**src/rtl/add_16_pipe_ctrl_if.sv**
```systemverilog
// Signal bundle between the adder issue/capture controller and its environment
// (producer, consumer and the external pipelined adder).
interface add_16_pipe_ctrl_if #(
  parameter int unsigned WIDTH = 16
);
  logic             in_valid;
  logic             in_ready;
  logic [WIDTH-1:0] in_a;
  logic [WIDTH-1:0] in_b;
  logic             in_cin;
  logic             in_chain;
  logic [WIDTH-1:0] add_a;
  logic [WIDTH-1:0] add_b;
  logic             add_cin;
  logic [WIDTH-1:0] add_sum;
  logic             add_cout;
  logic             out_valid;
  logic             out_ready;
  logic [WIDTH-1:0] out_sum;
  logic             out_cout;

  // Controller side.
  modport master (
    input  in_valid, in_a, in_b, in_cin, in_chain, add_sum, add_cout, out_ready,
    output in_ready, add_a, add_b, add_cin, out_valid, out_sum, out_cout
  );

  // Producer, consumer and adder side.
  modport slave (
    output in_valid, in_a, in_b, in_cin, in_chain, add_sum, add_cout, out_ready,
    input  in_ready, add_a, add_b, add_cin, out_valid, out_sum, out_cout
  );
endinterface

```
**src/rtl/add_16_pipe_ctrl.sv**
```systemverilog
// Issue/capture controller around a fixed-latency pipelined adder: registered
// operand issue, valid tracking through the adder, credit-guarded result FIFO.
module add_16_pipe_ctrl #(
  parameter int unsigned WIDTH   = 16,
  parameter int unsigned ADD_LAT = 3,
  parameter int unsigned DEPTH   = 8
) (
  input  logic               clock,
  input  logic               reset_b,
  add_16_pipe_ctrl_if.master bus
);
  localparam int unsigned   AW      = $clog2(DEPTH);
  localparam int unsigned   OW      = AW + 2;
  localparam logic [OW-1:0] DEPTH_W = OW'(DEPTH);

  logic [ADD_LAT:0] r_vp;
  logic [WIDTH-1:0] r_add_a;
  logic [WIDTH-1:0] r_add_b;
  logic             r_add_cin;
  logic             r_last_cout;
  logic [WIDTH:0]   r_mem [DEPTH];
  logic [AW-1:0]    r_wr;
  logic [AW-1:0]    r_rd;
  logic [AW:0]      r_cnt;

  logic [OW-1:0]    w_inflight;
  logic [OW-1:0]    w_occ;
  logic             w_in_ready;
  logic             w_acc;
  logic             w_cap;
  logic             w_pop;
  logic [WIDTH:0]   w_head;

  always_comb begin
    w_inflight = '0;
    for (int unsigned k = 0; k <= ADD_LAT; k++) begin
      w_inflight = w_inflight + OW'(r_vp[k]);
    end
  end

  // Every issued op holds a credit until popped, so capture never overflows;
  // a chained op must see the final carry of everything issued before it.
  assign w_occ      = w_inflight + OW'(r_cnt);
  assign w_in_ready = (w_occ < DEPTH_W) && !(bus.in_chain && (w_inflight != '0));
  assign w_acc      = bus.in_valid && w_in_ready;
  assign w_cap      = r_vp[ADD_LAT];
  assign w_pop      = (r_cnt != '0) && bus.out_ready;

  always_ff @(posedge clock or negedge reset_b) begin
    if (!reset_b) begin
      r_vp        <= '0;
      r_add_a     <= '0;
      r_add_b     <= '0;
      r_add_cin   <= 1'b0;
      r_last_cout <= 1'b0;
      r_wr        <= '0;
      r_rd        <= '0;
      r_cnt       <= '0;
    end else begin
      r_vp <= {r_vp[ADD_LAT-1:0], w_acc};
      if (w_acc) begin
        r_add_a   <= bus.in_a;
        r_add_b   <= bus.in_b;
        r_add_cin <= bus.in_chain ? r_last_cout : bus.in_cin;
      end
      if (w_cap) begin
        r_last_cout <= bus.add_cout;
        r_wr        <= r_wr + 1'b1;
      end
      if (w_pop) begin
        r_rd <= r_rd + 1'b1;
      end
      unique case ({w_cap, w_pop})
        2'b10:   r_cnt <= r_cnt + 1'b1;
        2'b01:   r_cnt <= r_cnt - 1'b1;
        default: r_cnt <= r_cnt;
      endcase
    end
  end

  always_ff @(posedge clock) begin
    if (w_cap) begin
      r_mem[r_wr] <= {bus.add_cout, bus.add_sum};
    end
  end

  assign w_head        = r_mem[r_rd];
  assign bus.in_ready  = w_in_ready;
  assign bus.add_a     = r_add_a;
  assign bus.add_b     = r_add_b;
  assign bus.add_cin   = r_add_cin;
  assign bus.out_valid = (r_cnt != '0);
  assign bus.out_sum   = w_head[WIDTH-1:0];
  assign bus.out_cout  = w_head[WIDTH];
endmodule

```
**src/flat_wrapper.sv**
```systemverilog
// flat-port wrapper written by rule: the top's interface ports become plain ports
module add_16_pipe_ctrl_flat 
#(
  parameter int unsigned WIDTH   = 16,
  parameter int unsigned ADD_LAT = 3,
  parameter int unsigned DEPTH   = 8
)
  (clock, reset_b, bus_in_valid, bus_in_a, bus_in_b, bus_in_cin, bus_in_chain, bus_add_sum, bus_add_cout, bus_out_ready, bus_in_ready, bus_add_a, bus_add_b, bus_add_cin, bus_out_valid, bus_out_sum, bus_out_cout);
  add_16_pipe_ctrl_if #(.WIDTH(WIDTH)) bus_i ();
  input  logic clock;
  input  logic reset_b;
  input wire logic [$bits(bus_i.in_valid)-1:0] bus_in_valid;
  input wire logic [$bits(bus_i.in_a)-1:0] bus_in_a;
  input wire logic [$bits(bus_i.in_b)-1:0] bus_in_b;
  input wire logic [$bits(bus_i.in_cin)-1:0] bus_in_cin;
  input wire logic [$bits(bus_i.in_chain)-1:0] bus_in_chain;
  input wire logic [$bits(bus_i.add_sum)-1:0] bus_add_sum;
  input wire logic [$bits(bus_i.add_cout)-1:0] bus_add_cout;
  input wire logic [$bits(bus_i.out_ready)-1:0] bus_out_ready;
  output wire logic [$bits(bus_i.in_ready)-1:0] bus_in_ready;
  output wire logic [$bits(bus_i.add_a)-1:0] bus_add_a;
  output wire logic [$bits(bus_i.add_b)-1:0] bus_add_b;
  output wire logic [$bits(bus_i.add_cin)-1:0] bus_add_cin;
  output wire logic [$bits(bus_i.out_valid)-1:0] bus_out_valid;
  output wire logic [$bits(bus_i.out_sum)-1:0] bus_out_sum;
  output wire logic [$bits(bus_i.out_cout)-1:0] bus_out_cout;
  assign bus_i.in_valid = bus_in_valid;
  assign bus_i.in_a = bus_in_a;
  assign bus_i.in_b = bus_in_b;
  assign bus_i.in_cin = bus_in_cin;
  assign bus_i.in_chain = bus_in_chain;
  assign bus_i.add_sum = bus_add_sum;
  assign bus_i.add_cout = bus_add_cout;
  assign bus_i.out_ready = bus_out_ready;
  assign bus_in_ready = bus_i.in_ready;
  assign bus_add_a = bus_i.add_a;
  assign bus_add_b = bus_i.add_b;
  assign bus_add_cin = bus_i.add_cin;
  assign bus_out_valid = bus_i.out_valid;
  assign bus_out_sum = bus_i.out_sum;
  assign bus_out_cout = bus_i.out_cout;
  add_16_pipe_ctrl #(.WIDTH(WIDTH), .ADD_LAT(ADD_LAT), .DEPTH(DEPTH)) u_core (.clock(clock), .reset_b(reset_b), .bus(bus_i));
endmodule
```
**config.mk**
```make
export PLATFORM = sky130hd
export DESIGN_NAME = add_16_pipe_ctrl_flat
export DESIGN_NICKNAME = d
export VERILOG_FILES = /design/src/rtl/add_16_pipe_ctrl_if.sv /design/src/rtl/add_16_pipe_ctrl.sv /design/src/flat_wrapper.sv
export SDC_FILE = /design/constraint.sdc
export NUM_CORES = 1
export LEC_CHECK = 0
export BUFFER_PORTS_ARGS = -buffer_cell sky130_fd_sc_hd__buf_4
export CAP_MARGIN = 20
export CORE_AREA = 2 2 140 142
export CTS_CLUSTER_DIAMETER = 60
export DETAILED_ROUTE_END_ITERATION = 12
export DIE_AREA = 0 0 142 144
export GPL_TIMING_DRIVEN = 0
export PLACE_DENSITY = 0.61
export SLEW_MARGIN = 20
export SYNTH_ARGS = -nofsm -noshare
export SYNTH_HDL_FRONTEND = slang
export SYNTH_SLANG_ARGS = --single-unit
```
**constraint.sdc**
```tcl
create_clock -name clock -period 5.7 [get_ports clock]
set_input_delay 0 -clock clock [delete_from_list [all_inputs] [get_ports clock]]
set_output_delay 0 -clock clock [all_outputs]
set_load 0.1 [all_outputs]
```
Yosys cells after proc, flatten, opt, wreduce, memory -nomap -nowiden
Memories as Yosys holds them, arrays and structs flattened.
Index checks and enable logic that the tools add are counted.

cells by class
  $mul = 0
  equal/unequal tests = 2
  shift-type cells = 0
  reductions and logical operators = 8
  divide/modulo/power cells = 0
  multiplexer cells = 4
  magnitude comparators = 1
  bitwise operators = 0
  add/subtract/negate cells = 8

operators with widths
  cell                                                                  count
  5-bit by 1-bit adder with 5-bit output                                2
  4-bit case mux with 2 select lines                                    1
  3-bit by 1-bit adder with 3-bit output, second input constant         2
  5-bit by 4-bit adder with 5-bit output                                1
  5-bit by 4-bit < comparator with 1-bit output, second input constant  1
  5-bit nonzero test                                                    1
  4-bit by 1-bit adder with 4-bit output, second input constant         1
  1-bit logical AND                                                     4
  4-bit nonzero test                                                    1
  4-bit by 1-bit subtractor with 4-bit output, second input constant    1
  1-bit 2-to-1 mux                                                      3
  1-bit by 1-bit adder with 2-bit output                                1
  2-bit by 1-bit == test with 1-bit output, second input constant       1
  2-bit == test, second input constant                                  1
  2-bit nonzero test                                                    1
  1-bit logical NOT                                                     1

storage, ports and cells
  memories kept = 1
  latch bits = 0
  output and inout bits = 52
  register bits = 48
  bits in read-only memories = 0
  logic and storage cells = 32
  RAM bits = 136
  input port bits = 55

memories
  memory        words  bits a word  rd ports  clocked after Yosys merged registers in  wr ports  RTL line                RTL
  u_core.r_mem  8      17           1         0                                        1         add_16_pipe_ctrl.sv:21  logic [WIDTH:0] r_mem [DEPTH];

Depth between registers and ports, before layout
Gate-level depths: netlist of the first run.

  depth in word-level cells = 8
  mapped depth = 11
  gate-level depth less buffers = 10

Worst setup path before layout of the first run
No wires, ideal clock.

  path kind = reg-to-reg
  start = reg u_core.r_cnt[1]
  end = reg u_core.r_cnt[3]
  setup slack = 2.419 ns
  stages on the path, launching flop included = 10
  library setup time = 0.126 ns
  arrival time = 3.154 ns
  path buffers = 0
  period minus slack after synthesis = 3.281 ns
  cells stage by stage = dfrtp_1 or4_1 nand2_1 inv_1 ha_1 ha_1 a21o_1 a2111oi_0 a41oi_1 a311o_1

on the way
  word-level cells in the longest chain between the ends = 4

RTL lines
  item                                                                              RTL line                RTL
  start: declaration                                                                add_16_pipe_ctrl.sv:24  logic [AW:0] r_cnt;
  start signal: assignment                                                          add_16_pipe_ctrl.sv:74  2'b10: r_cnt <= r_cnt + 1'b1;
  start signal: assignment                                                          add_16_pipe_ctrl.sv:75  2'b01: r_cnt <= r_cnt - 1'b1;
  start signal: assignment                                                          add_16_pipe_ctrl.sv:76  default: r_cnt <= r_cnt;
  4-bit nonzero test *                                                              --
  via bus_out_valid                                                                 flat_wrapper.sv:24      output wire logic [$bits(bus_i.out_valid)-1:0] bus_out_valid;
  1-bit logical AND *                                                               add_16_pipe_ctrl.sv:47  assign w_pop = (r_cnt != '0) && bus.out_ready;
  2-bit by 1-bit == test with 1-bit output / 2-bit == test (equally long branches)  add_16_pipe_ctrl.sv:73  unique case ({w_cap, w_pop})
  4-bit case mux with 2 select lines / 2-bit nonzero test (equally long branches)   --

The timed path passes the listed nets; every way through them passes the cells marked *.
A chain may end at the register's enable or synchronous reset.

Worst setup path in the final report of the first run
  start = reg u_core.r_vp[3]
  end = out bus_in_ready

on the way
  word-level cells in the longest chain between the ends = 5

RTL lines
  item                                                                                            RTL line                RTL
  start: declaration                                                                              add_16_pipe_ctrl.sv:16  logic [ADD_LAT:0] r_vp;
  start signal: assignment                                                                        add_16_pipe_ctrl.sv:60  r_vp <= {r_vp[ADD_LAT-1:0], w_acc};
  5-bit by 1-bit adder with 5-bit output *                                                        add_16_pipe_ctrl.sv:37  w_inflight = w_inflight + OW'(r_vp[k]);
  parallel branches: the longest is 3 deep, another holds 5-bit by 4-bit adder with 5-bit output  --
  1-bit logical AND *                                                                             add_16_pipe_ctrl.sv:44  assign w_in_ready = (w_occ < DEPTH_W) && !(bus.in_chain && (w_inflight != '0));
  end: declaration                                                                                flat_wrapper.sv:20      output wire logic [$bits(bus_i.in_ready)-1:0] bus_in_ready;

Mark *: on every way between the ends.

==> impl_results.md, run 1 <==
* Portion of the clock cycle consumed by the worst path in the final layout at 51.1%
* Iteration-0 DRC count of the detailed router at between 200 and 250
* Cell area after technology mapping at 7440 µm²
* Number of antenna violations at the first check in global routing at 0
* Share of post-route cells with drive strength above 1 at 41.1%
* Count of buffers inserted at the top-level ports at ~110
* Crit Path Max Fanout at 7
* DRC violation count after routing at 0
* Relative slew slack at 45.4%
* Reg2reg setup slack at about 2.8 ns
* Die area at 20400 µm²
* Total nets after synthesis at 414
* Required time at the endpoint of the critical path at approximately 5.7 ns
* Flip-flop and latch count after synthesis at 184
* Clock slew at reported path FFs at 0.07 ns
* Avg Cell Area, Syn at 21.4 µm²
* Number of top-level pins at 107
* Fin crit period at 2.91 ns
* Synth unique cells at 36
* Unrepaired setup endpoints after global routing: no
* Worst min path class: in2reg
* Total clock buffers created by CTS at 17
* Sinks on Clock Net at 184
* Final Hold Violating Endpoints at 0
* Buffer levels on the longest clock path at 2
* GR Util All Layers at 15.3%
* Critical R2R Launch: u_core.r_cnt[1]
* Clock tree from TritonCTS: yes
* Post-route clock skew at 0.00678 ns
* WS Path Type: reg2out
* Average vias per placed instance at 5.05
* Insertion delay of the later-clocked pin in the worst-skew pair at between 0.4 and 0.5 ns
* Cell at the root of the clock tree: sky130_fd_sc_hd__clkbuf_16
* RePlAce Congestion at 0.703
* Maximum level of the CTS H-tree at 4
* Number of enable flip-flop cells after synthesis at about 140
* Floorplan die width at around 140 µm
* Routed wire length at 14700 µm
* Least-Margin Pin Slew at ~0.8 ns
* Max Freq at 0.344 GHz
* Global-route wire length before repair at 23100 µm
* Data arrival time of the critical path at ~2.9 ns
* Number of stages on the worst hold path at 3
* Count of yosys warnings during synthesis at 0
* Vias in the first global route at 4208
* Post-CTS setup buffer count at 0
* WL per Instance at between 15 and 20 µm
* Path depth of the worst reg2reg path at 9
* Count of antenna-violating nets left after detailed routing at 0
* Post-Route Setup TNS at 0 ns
* Starting density of the core at around 39%
* Largest net degree at the start of global routing at 49
* Capturing element type of the critical path: output port
* Via count at a little under 4000
* Quantity of hold-fixing buffers added after cts at 53
* Hold wc startpoint: bus_in_valid
* Worst hold path endpoint: u_core.bus.add_a[2]
* Overflow left after global routing at 0
* Status: finished clean
* 1st-pass router iterations at 4
* Max-slew violation count at 0
* Max-cap violations at 0
* Share of flip-flops with an asynchronous set or reset after synthesis at 26.1%
* Number of rows created at floorplan at 51
* Critical path launch point type: flop
* Post-synthesis cell count at between 300 and 400
* Resized Gates After CTS at 0
* Net count, final at 596
* Endpoint of the lowest-slack register-to-register path: u_core.r_cnt[3]
* Core area at 19100 µm²
* Area growth from synthesis to layout at 30.7%
* Endpoints failing setup at 0
* Sequential-to-total area share from yosys stat at 71.0%
* DIE HEIGHT at 144 µm
* Leading register cell type out of synthesis: sky130_fd_sc_hd__edfxtp_1
* DP Wirelength at ~9200 µm
* Number of inserted diodes at 0
layer usage:
layer  vias up  routed length (µm)  GRT usage, %
met3        21                 878          4.77
met1      2012                6400          19.3
met5         -                   0             0
met2       137                7170          25.0
li1       1769                   -             -
met4         0                 280          5.63
cell usage after synthesis (2+ instances only):
cell                         n  area (µm²)
sky130_fd_sc_hd__edfxtp_1  136        4080
sky130_fd_sc_hd__dfrtp_1    48        1200
sky130_fd_sc_hd__nand3_1     2        10.0
sky130_fd_sc_hd__inv_1      11        41.3
sky130_fd_sc_hd__ha_1        9         113
sky130_fd_sc_hd__xor2_1      2        17.5
sky130_fd_sc_hd__mux4_2      8         180
sky130_fd_sc_hd__nand2b_1    3        18.8
sky130_fd_sc_hd__nor3_1      2        10.0
sky130_fd_sc_hd__xnor2_1     4        35.0
sky130_fd_sc_hd__mux4_1     26         683
sky130_fd_sc_hd__mux2_2     25         282
sky130_fd_sc_hd__nor2_1      7        26.3
sky130_fd_sc_hd__buf_6       7        78.8
sky130_fd_sc_hd__nand2_1     5        18.8
sky130_fd_sc_hd__mux2_4     29         435
sky130_fd_sc_hd__buf_1       3        11.3
sky130_fd_sc_hd__fa_1        2        40.0
sky130_fd_sc_hd__buf_2       2        10.0
logic make-up (layout without fill, tap and decap cells):
group	Yosys count	count (layout)	synth area share, %
flip-flops	184	184	71.0
multiplexers	89	89	21.4
AND/OR/NAND/NOR	25	25	1.92
buffers and inverters	25	219	2.02
adder cells (fa/ha/maj)	11	11	2.05
AO/OA/AOI/OAI	8	8	0.891
XOR/XNOR	6	6	0.706
registers in the layout, summed over array words and instances (netlist names):
| name | count |
|---|---|
| u_core.bus.add_a | 16 |
| u_core.r_last_cout | 1 |
| u_core.r_wr | 3 |
| u_core.r_rd | 3 |
| u_core.bus.add_b | 16 |
| u_core.bus.add_cin | 1 |
| u_core.r_cnt | 4 |
| u_core.r_vp | 4 |
| u_core.r_mem | 136 |
worst max-delay path, cell delays in order (launching register included):
cell	delay [ns]
sky130_fd_sc_hd__dfrtp_1	0.32
sky130_fd_sc_hd__clkbuf_1	0.26
sky130_fd_sc_hd__inv_1	0.13
sky130_fd_sc_hd__fa_1	0.40
sky130_fd_sc_hd__inv_1	0.06
sky130_fd_sc_hd__ha_1	0.24
sky130_fd_sc_hd__ha_1	0.27
sky130_fd_sc_hd__and3b_1	0.17
sky130_fd_sc_hd__o21ai_2	0.17
sky130_fd_sc_hd__and3_1	0.19
sky130_fd_sc_hd__buf_4	0.29
how the worst max path moves through the flow:
stage	from	depth (start not counted)	end	slack, ns
after global placement	u_core.r_vp[3]	3	u_core.r_mem[0][3]	2.09
after detailed placement	u_core.r_cnt[1]	9	u_core.r_cnt[3]	2.78
after global routing	u_core.r_vp[3]	10	bus_in_ready	2.54
after CTS	u_core.r_vp[3]	10	bus_in_ready	2.74
after floorplan	u_core.r_cnt[1]	9	u_core.r_cnt[3]	2.42
final	u_core.r_vp[3]	10	bus_in_ready	2.79
metrics by stage:
| stage | std cells | hold slack, ns | setup WS, ns | utilization [%] | area [µm²] |
|---|---|---|---|---|---|
| CTS | 780 | 0.0106 | 2.74 | 50.9 | 9720 |
| global route | 780 | 0.0204 | 2.54 | 50.9 | 9720 |
| global placement | 692 | 0.0502 | 2.09 | 44.7 | 8530 |
| finish | 780 | 0.0364 | 2.79 | 50.9 | 9720 |
| floorplan | 348 | -0.296 | 2.42 | - | 7440 |
| detailed placement | 696 | 0.0594 | 2.78 | 45.2 | 8630 |
cell usage in the layout (no fill, tap or decap), types with 3 or more instances in the layout:
cell type                         n
sky130_fd_sc_hd__edfxtp_1       136
sky130_fd_sc_hd__buf_4          106
sky130_fd_sc_hd__dlygate4sd3_1   53
sky130_fd_sc_hd__dfrtp_1         48
sky130_fd_sc_hd__mux2_4          29
sky130_fd_sc_hd__mux4_1          26
sky130_fd_sc_hd__mux2_2          25
sky130_fd_sc_hd__clkbuf_16       17
sky130_fd_sc_hd__buf_6           11
sky130_fd_sc_hd__inv_1           11
sky130_fd_sc_hd__ha_1             9
sky130_fd_sc_hd__mux4_2           8
sky130_fd_sc_hd__clkinv_4         7
sky130_fd_sc_hd__nor2_4           6
sky130_fd_sc_hd__nand2_1          5
sky130_fd_sc_hd__xnor2_1          4
sky130_fd_sc_hd__buf_1            3
sky130_fd_sc_hd__nand2b_1         3
area by class of cell:
cell class | count | area (µm²)
fillers | 1543 | 9360
well taps | 238 | 298
plain buffers | 14 | 109
flip-flops and latches | 184 | 5290
multi-input cells | 139 | 2060
clock inverters | 13 | 128
clock buffers | 18 | 429
inverters | 11 | 41.3
repair buffers | 163 | 1370
Power of run 1 is left out: the tool's default activity adds up to more than one toggle a clock period on the data nets, which glitch-free logic cannot reach.
==> run 2: changes to the inputs <==
PLACE_DENSITY = 0.64   (was 0.61)
clock period = 2.4 ns   (was 5.7 ns; I/O delays follow)
==> impl_results.md, run 2 (same netlist as run 1, synthesis figures left out) <==
* Status: complete, but fails checks (was finished clean)
* Violations in the final reports: setup timing
* Core area at 19100 µm² (unchanged)
* Number of inserted diodes at 0 (unchanged)
* Endpoints failing setup at 35 (was 0)
* Post-Route Hold Slack at 0.0722 ns (was 0.0364 ns)
* Die area at 20400 µm² (unchanged)
* Least-Margin Pin Slew at 0.764 ns (was 0.818 ns)
* Required time at the endpoint of the critical path at 2.71 ns (was 5.70 ns)
* DRC violation count after routing at 0 (unchanged)
* Buffer levels on the longest clock path at 2 (unchanged)
* DIE HEIGHT at 144 µm (unchanged)
* Unrepaired setup endpoints after global routing: yes (was no)
* Count of antenna-violating nets left after detailed routing at 0 (unchanged)
* Reg2reg setup slack at -0.29 ns (was 2.80 ns)
* Number of flip-flops in the largest register at 136 (unchanged)
* Iteration-0 DRC count of the detailed router at 208 (was 211)
* 1st-pass router iterations at 5 (was 4)
* Via count at 3927 (was 3939)
* Post-route clock skew at 0.00725 ns (was 0.00678 ns)
* Insertion delay of the later-clocked pin in the worst-skew pair at 0.43 ns (was 0.42 ns)
* Capturing element type of the critical path: flop (was output port)
* WL per Instance at 18.6 µm (was 18.9 µm)
* Net count, final at 611 (was 596)
* Overflow left after global routing at 0 (unchanged)
* Routed wire length at 14800 µm (was 14700 µm)
* WS Path Type: reg2reg (was reg2out)
* Worst path setup slack after routing at -0.292 ns (was 2.79 ns)
* Floorplan die width at 142 µm (unchanged)
* Count of buffers inserted at the top-level ports at 106 (unchanged)
* Number of rows created at floorplan at 51 (unchanged)
* Placed Instance Area at 8670 µm² (was 8630 µm²)
* Worst min path class: in2reg (unchanged)
* Number of top-level pins at 107 (unchanged)
* Total clock buffers created by CTS at 17 (unchanged)
* Max-slew violation count at 0 (unchanged)
* Leading cell type in the layout, fill and taps excluded: sky130_fd_sc_hd__edfxtp_1 (unchanged)
* Fin crit period at 2.69 ns
* Area of all placed cells without fillers at 10000 µm² (was 9720 µm²)
* Relative slew slack at 48.8% (was 45.4%)
* Top library cells by usage in the layout, fill and taps aside: 136 x sky130_fd_sc_hd__edfxtp_1, 116 x sky130_fd_sc_hd__buf_4, 53 x sky130_fd_sc_hd__dlygate4sd3_1 (was 136 x sky130_fd_sc_hd__edfxtp_1, 106 x sky130_fd_sc_hd__buf_4, 53 x sky130_fd_sc_hd__dlygate4sd3_1)
* Maximum level of the CTS H-tree at 4 (unchanged)
* Final Hold Violating Endpoints at 0 (unchanged)
* Clock slew at reported path FFs at 0.07 ns (about the same)
* GR Util All Layers at 15.2% (was 15.3%)
* RePlAce Congestion at 0.742 (was 0.703)
* Cell count after placement at 698 (was 696)
* Delay contributed by the slowest stage of the critical path at 0.38 ns (was 0.40 ns)
* Starting density of the core at 39.0% (unchanged)
* Clock tree from TritonCTS: yes (unchanged)
* Max Freq at about 0.37 GHz
* Area growth from synthesis to layout at 34.9% (was 30.7%)
* DP Wirelength at 9180 µm (about the same)
* Cells along the critical path: ha_1, inv_2, fa_2, inv_2, ha_4, ha_4, and3b_1, o21ai_2, nand4_4, buf_6, mux2_4 (was clkbuf_1, inv_1, fa_1, inv_1, ha_1, ha_1, and3b_1, o21ai_2, and3_1, buf_4)
* Sinks on Clock Net at 184 (unchanged)
* Critical path launch point type: flop (unchanged)
* Number of antenna violations at the first check in global routing at 0 (unchanged)
* Vias in the first global route at 4244 (was 4208)
* Average vias per placed instance at 4.93 (was 5.05)
* Most flops, register: u_core.r_mem (unchanged)
* Cell at the root of the clock tree: sky130_fd_sc_hd__clkbuf_16 (unchanged)
* Post-Layout Cell Count at 796 (was 780)
* Core occupancy in the finished layout at 52.6% (was 50.9%)
* Portion of the clock cycle consumed by the worst path in the final layout at 112%
* Largest net degree at the start of global routing at 49 (unchanged)
* Data arrival time of the critical path at 3.00 ns (was 2.91 ns)
* Critical Path Slowest Stage Cell: sky130_fd_sc_hd__dfrtp_1 (was sky130_fd_sc_hd__fa_1)
* Share of post-route cells with drive strength above 1 at 47.0% (was 41.1%)
* Max-cap violations at 0 (unchanged)
* Crit Path Max Fanout at 10 (was 7)
* Global-route wire length before repair at 22800 µm (was 23100 µm)
==> run 2: final timing paths <==
| path | endpoint | depth (start not counted) | start |
|---|---|---|---|
| min in group asynchronous | u_core.bus.add_b[11] | 2 | reset_b |
| worst min-delay path | u_core.bus.add_a[15] | 4 | bus_in_valid |
| worst max-delay path | u_core.bus.add_a[4] | 11 | u_core.r_vp[0] |
| worst min register to register | u_core.r_vp[3] | 0 | u_core.r_vp[2] |
| max in group asynchronous | u_core.r_cnt[1] | 2 | reset_b |
| worst max register to register | u_core.bus.add_a[4] | 11 | u_core.r_vp[0] |
==> run 2: layout make-up <==
type	count	area, µm²
Buffer	13	109
Clock buffer	17	425
Timing Repair Buffer	179	1530
Fill cell	1501	9050
Multi-Input combinational cell	139	2170
Tap cell	238	298
Inverter	11	45.0
Sequential cell	184	5290
Clock inverter	15	169
==> run 2: repair_timing <==
item,CTS,global route
hold buffers,53,0
pin swaps,9,9
endpoints found under the hold margin,220,0
cloned,0,0
endpoints found under the setup margin,48,40
buffers inserted,10,4
gates resized for setup,16,9
==> run 2: per-stage QoR <==
stage / TNS [ns] / setup WS [ns]
after floorplan: -8.90 / -0.298
after global placement: -87.11 / -1.20
after detailed placement: -17.67 / -0.556
after CTS: -11.87 / -0.396
after global routing: -12.63 / -0.397
final: -9.20 / -0.292
==> run 2: worst max-delay path: cells and delay by family (launching register included) <==
| kind | cells | cell delay [ns] |
|---|---|---|
| multiplexers | 1 | 0.31 |
| AND/OR/NAND/NOR | 2 | 0.36 |
| flip-flops | 1 | 0.38 |
| adder cells (fa/ha/maj) | 4 | 1.01 |
| AO/OA/AOI/OAI | 1 | 0.18 |
| buffers and inverters | 3 | 0.33 |
==> run 2: metal layers <==
metal | up-vias | share of wire (%) | GRT usage (%)
met4 | 0 | 1.3 | 4.89
met3 | 16 | 5.8 | 5.03
met1 | 1982 | 43 | 19.0
met2 | 119 | 50 | 25.3
met5 | - | 0 | 0
li1 | 1810 | - | -
Power of run 2 is left out for the same reason.
